--- config.mk ---
export PLATFORM = sky130hd
export DESIGN_NAME = mem_port_arbiter
export DESIGN_NICKNAME = d
export VERILOG_FILES = /design/src/rtl/mem_port_arbiter_pkg.sv /design/src/rtl/mem_rr_select.sv /design/src/rtl/mem_port_arbiter.sv
export SDC_FILE = /design/constraint.sdc
export NUM_CORES = 1
export LEC_CHECK = 0
export ABC_AREA = 1
export CELL_PAD_IN_SITES_DETAIL_PLACEMENT = 1
export CELL_PAD_IN_SITES_GLOBAL_PLACEMENT = 1
export CORE_MARGIN = 4
export CORE_UTILIZATION = 12
export DETAILED_ROUTE_END_ITERATION = 7
export GPL_TIMING_DRIVEN = 0
export PLACE_DENSITY_LB_ADDON = 0.1
export SLEW_MARGIN = 20
export SYNTH_ARGS = -nofsm -noshare
export SYNTH_HDL_FRONTEND = slang
export SYNTH_HIERARCHICAL = 1
export SYNTH_SLANG_ARGS = --single-unit
--- constraint.sdc ---
create_clock -name clk -period 2.15 [get_ports clk]
set_input_delay 0.645 -clock clk [delete_from_list [all_inputs] [get_ports clk]]
set_output_delay 0.645 -clock clk [all_outputs]
set_load 0.02 [all_outputs]
--- src/rtl/mem_port_arbiter_pkg.sv ---
// rtl/mem_port_arbiter_pkg.sv - shared constants for the port B arbiter
package mem_port_arbiter_pkg;

    localparam int ADDR_W_DEF = 15;
    localparam int DATA_W_DEF = 16;

    localparam logic [1:0] OWN_NONE = 2'd0;
    localparam logic [1:0] OWN_R0   = 2'd1;
    localparam logic [1:0] OWN_R1   = 2'd2;

endpackage

--- src/rtl/mem_rr_select.sv ---
// rtl/mem_rr_select.sv - combinational round-robin / bounded-burst grant select
module mem_rr_select
    import mem_port_arbiter_pkg::*;
#(
    parameter int MAX_BURST = 4,
    parameter int CNT_W     = $clog2(MAX_BURST + 1)
) (
    input  logic [1:0]       owner,
    input  logic [CNT_W-1:0] count,
    input  logic             last_served,
    input  logic             req0,
    input  logic             req1,
    output logic             gnt0,
    output logic             gnt1
);

    logic burst_open;

    assign burst_open = (count < CNT_W'(MAX_BURST));

    always_comb begin
        gnt0 = 1'b0;
        gnt1 = 1'b0;
        case (owner)
            OWN_R0: begin
                if (req0 && (!req1 || burst_open)) gnt0 = 1'b1;
                else if (req1)                     gnt1 = 1'b1;
            end
            OWN_R1: begin
                if (req1 && (!req0 || burst_open)) gnt1 = 1'b1;
                else if (req0)                     gnt0 = 1'b1;
            end
            default: begin
                // Idle tie goes to whoever was not served most recently.
                if (req0 && req1) begin
                    gnt0 = last_served;
                    gnt1 = !last_served;
                end else begin
                    gnt0 = req0;
                    gnt1 = req1;
                end
            end
        endcase
    end

endmodule

--- src/rtl/mem_port_arbiter.sv ---
// rtl/mem_port_arbiter.sv - shares memory port B between display fetch and I/O/DMA
module mem_port_arbiter
    import mem_port_arbiter_pkg::*;
#(
    parameter int ADDR_W    = ADDR_W_DEF,
    parameter int DATA_W    = DATA_W_DEF,
    parameter int MAX_BURST = 4
) (
    input  logic              clk,
    input  logic              reset,
    input  logic              req0,
    input  logic              we0,
    input  logic [ADDR_W-1:0] addr0,
    input  logic [DATA_W-1:0] wdata0,
    output logic              gnt0,
    output logic              rvalid0,
    input  logic              req1,
    input  logic              we1,
    input  logic [ADDR_W-1:0] addr1,
    input  logic [DATA_W-1:0] wdata1,
    output logic              gnt1,
    output logic              rvalid1,
    output logic [DATA_W-1:0] rdata,
    output logic [ADDR_W-1:0] mem_addr,
    output logic [DATA_W-1:0] mem_din,
    output logic              mem_we,
    input  logic [DATA_W-1:0] mem_dout
);

    localparam int CNT_W = $clog2(MAX_BURST + 1);

    logic [1:0]       owner;
    logic [CNT_W-1:0] count;
    logic             last_served;
    logic             sel0;
    logic             sel1;
    logic [CNT_W-1:0] count_next_same;

    mem_rr_select #(
        .MAX_BURST (MAX_BURST),
        .CNT_W     (CNT_W)
    ) u_select (
        .owner       (owner),
        .count       (count),
        .last_served (last_served),
        .req0        (req0),
        .req1        (req1),
        .gnt0        (sel0),
        .gnt1        (sel1)
    );

    // Grants are suppressed while reset is held so port B stays quiet.
    assign gnt0 = sel0 && !reset;
    assign gnt1 = sel1 && !reset;

    always_comb begin
        mem_addr = '0;
        mem_din  = '0;
        mem_we   = 1'b0;
        if (gnt0) begin
            mem_addr = addr0;
            mem_din  = wdata0;
            mem_we   = we0;
        end else if (gnt1) begin
            mem_addr = addr1;
            mem_din  = wdata1;
            mem_we   = we1;
        end
    end

    assign rdata = mem_dout;

    assign count_next_same = (count == CNT_W'(MAX_BURST)) ? count : count + 1'b1;

    always_ff @(posedge clk) begin
        if (reset) begin
            owner       <= OWN_NONE;
            count       <= '0;
            last_served <= 1'b1;
            rvalid0     <= 1'b0;
            rvalid1     <= 1'b0;
        end else begin
            if (gnt0) begin
                owner       <= OWN_R0;
                count       <= (owner == OWN_R0) ? count_next_same : CNT_W'(1);
                last_served <= 1'b0;
            end else if (gnt1) begin
                owner       <= OWN_R1;
                count       <= (owner == OWN_R1) ? count_next_same : CNT_W'(1);
                last_served <= 1'b1;
            end else begin
                owner <= OWN_NONE;
                count <= '0;
            end
            rvalid0 <= gnt0 && req0 && !we0;
            rvalid1 <= gnt1 && req1 && !we1;
        end
    end

endmodule

==> results <==
==> layout make-up <==
type	instances	area, sq um
tap	105	131
sequential	8	169
buffer	22	203
multi-input combinational	146	897
clock buffer	3	41.3
fill	992	5240
inverter	14	57.6
timing repair buffer	139	1480
==> sequential cells by signal (all words and copies together) (netlist names) <==
register / count
count: 3
owner: 2
last_served: 1
rvalid0: 1
rvalid1: 1
==> power by group through the flow <==
stage          Combinational [mW]  Sequential [mW]  Clock [mW]
3_3_place_gp                0.556            0.168           0
6_report                    0.705            0.167       0.186
2_1_floorplan               0.258            0.167           0
5_1_grt                     0.759            0.169       0.207
4_1_cts                     0.648            0.166       0.193
3_5_place_dp                0.558            0.168           0
==> synth_stat cells <==
master    instances
nor2_4            2
nand2_1         121
buf_4            20
dfxtp_1           8
o21ai_0           2
o211ai_1          1
nor2_1            6
buf_6             2
nand3_1           3
nand3b_1          1
ha_1              4
a21oi_1           3
nand2_2           2
inv_1            13
a21boi_1          1
inv_2             1
==> repair_timing <==
action / in CTS / in global routing
cloned: 5 / 1
pin swaps: 10 / 37
setup buffers: 10 / 4
gates resized for setup: 253 / 63
endpoints found under the setup margin: 37 / 34
==> layer usage <==
metal  share of wire  vias up
met5               0        -
met4           0.015        0
met3            0.10        8
met2            0.51       81
met1            0.37      733
li1                -      839
==> worst max-delay path, stage by stage <==
cell and delay [ns]:
buf_8 0.10, nand2_2 0.05, nand2_1 0.05, nand2_1 0.05
nand2_1 0.05, nand2_1 0.07, nand2_2 0.11, inv_2 0.06
nor2_4 0.13, buf_12 0.15, clkbuf_16 0.16, nand2_2 0.05
nand2_2 0.05, buf_6 0.11
==> path summary, 6_finish.rpt <==
check                    from     endpoint  slack, ns
setup / recovery         req0  mem_addr[2]      -0.33
hold / removal    last_served  last_served       0.51
setup reg to reg     owner[0]     count[0]       0.37
hold reg to reg   last_served  last_served       0.51
==> stage by stage <==
| stage | power, mW | setup WS [ns] |
|---|---|---|
| 2_1_floorplan | 0.425 | -0.0427 |
| 3_3_place_gp | 0.724 | -1.55 |
| 3_5_place_dp | 0.726 | -1.55 |
| 4_1_cts | 1.01 | -0.337 |
| 5_1_grt | 1.13 | -0.445 |
| 6_report | 1.06 | -0.331 |
==> kinds of logic (layout without fill, tap and decap cells) <==
logic type	Yosys count	after routing	share of synthesized area
buf+inv	36	178	0.223
simple gates	135	135	0.529
compound gates	7	7	0.0397
flops	8	8	0.159
fa+ha+maj	4	4	0.0496
==> run metrics <==
Yosys warning total=6; count of final setup violators=33; initial antenna violation count=0; Mapped Area=0.00101 sq mm; Die Footprint=0.00995 sq mm; CTS tree=done; internal cell power=~680 uW; GRT Resource Usage Total=0.103; largest cells by area after synthesis=nand2_1 (45%), dfxtp_1 (16%), buf_4 (15%); die width=99.7 um; layout cells sized above 1=0.524; post-route insts no fill=about 440; CTS hold repair buffers=0; commonest non-fill, non-tap cell in the layout=clkdlybuf4s50_1; max cap viols=0; Cells after Synth=190; clock network fraction of design power=0.176; Routed WL per cell=12.4 um; Worst-path clk slew=0.04 ns; syn_nets=278; RSZ-0062 raised after global routing=yes; met2 Use GR=0.177; GRT busiest layer=met2; Worst Reg-to-Reg Cells=16; grt met3 use=0.0428; final net count=422; hpwl dp=4160 um; TNS Setup=-10.24 ns; crit path DAT=1.84 ns; clock buffer depth=2; Synth cell types=16; post-layout instance area=about 0.0030 sq mm; Placement Cell Area=0.00241 sq mm; drt total wl=5420 um; Hold Slack=0.510 ns; clock root cell=clkbuf_8; Max Clk Rate=roughly 0.40 GHz; Clock Skew=0.00365 ns; period utilisation layout=1.15; status=finished with violations; vias in the first global route=between 1,500 and 2,000; total CTS buffers=3; Worst Setup Path Type=primary input to output port; startpoint type of the worst setup path=primary input; DRT iter0 DRCs=33; Tightest Hold Check Type=flop to flop; cell taking the most area after synthesis=nand2_1; endpoints failing hold=0; global-route wire length before repair=about 8000 um; Area Growth Syn to Fin=195%; Synth Register Bits=8; most frequent cells in the layout=clkdlybuf4s50_1 (82), nand2_2 (68), nand2_1 (44); DR pass1 iterations=3; Max H-tree Level=1; Synth top area share=0.450; I/O Pins=136; clk_lat worst skew=0.23 ns; Worst slew margin=0.844; Cells after DPL=414; number of vias per cell=about 3.8; Leak Pwr=1.43 nW; final antenna-violating net count=0; Worst EP required=~1.5 ns; worst setup margin=-0.331 ns; row cnt=33; Peak VDD IR=158 uV; RD Place Congestion=0.689; Initial Util=0.123; final core occ=0.362; Port-buffer cells=119; post-synthesis area per instance=5.31 sq um; switching share of total power=0.361; gr ovfl total=0; DRC=0; met1 Use GR=0.120; register share of total power=0.158; Logic pwr share=0.666; critical-path maximum fanout=8; Core ar.=approximately 0.008 sq mm; DIE HEIGHT=99.7 um; Final Max Tran Viols=0; Seq/Total Area, Yosys=0.159; hold depth=2; via count=between 1,500 and 2,000; ant diodes=0; Final Critical Period=2.48 ns; failing checks=negative setup slack; Cell Pwr Density=356 mW/mm^2; clk sink count=8; largest net degree at the start of global routing=11; Setup crit end kind=output port; Worst-Margin Slew=around 0.23 ns; switching power=383 uW
Note: power is estimated with default switching activity, not from simulation.
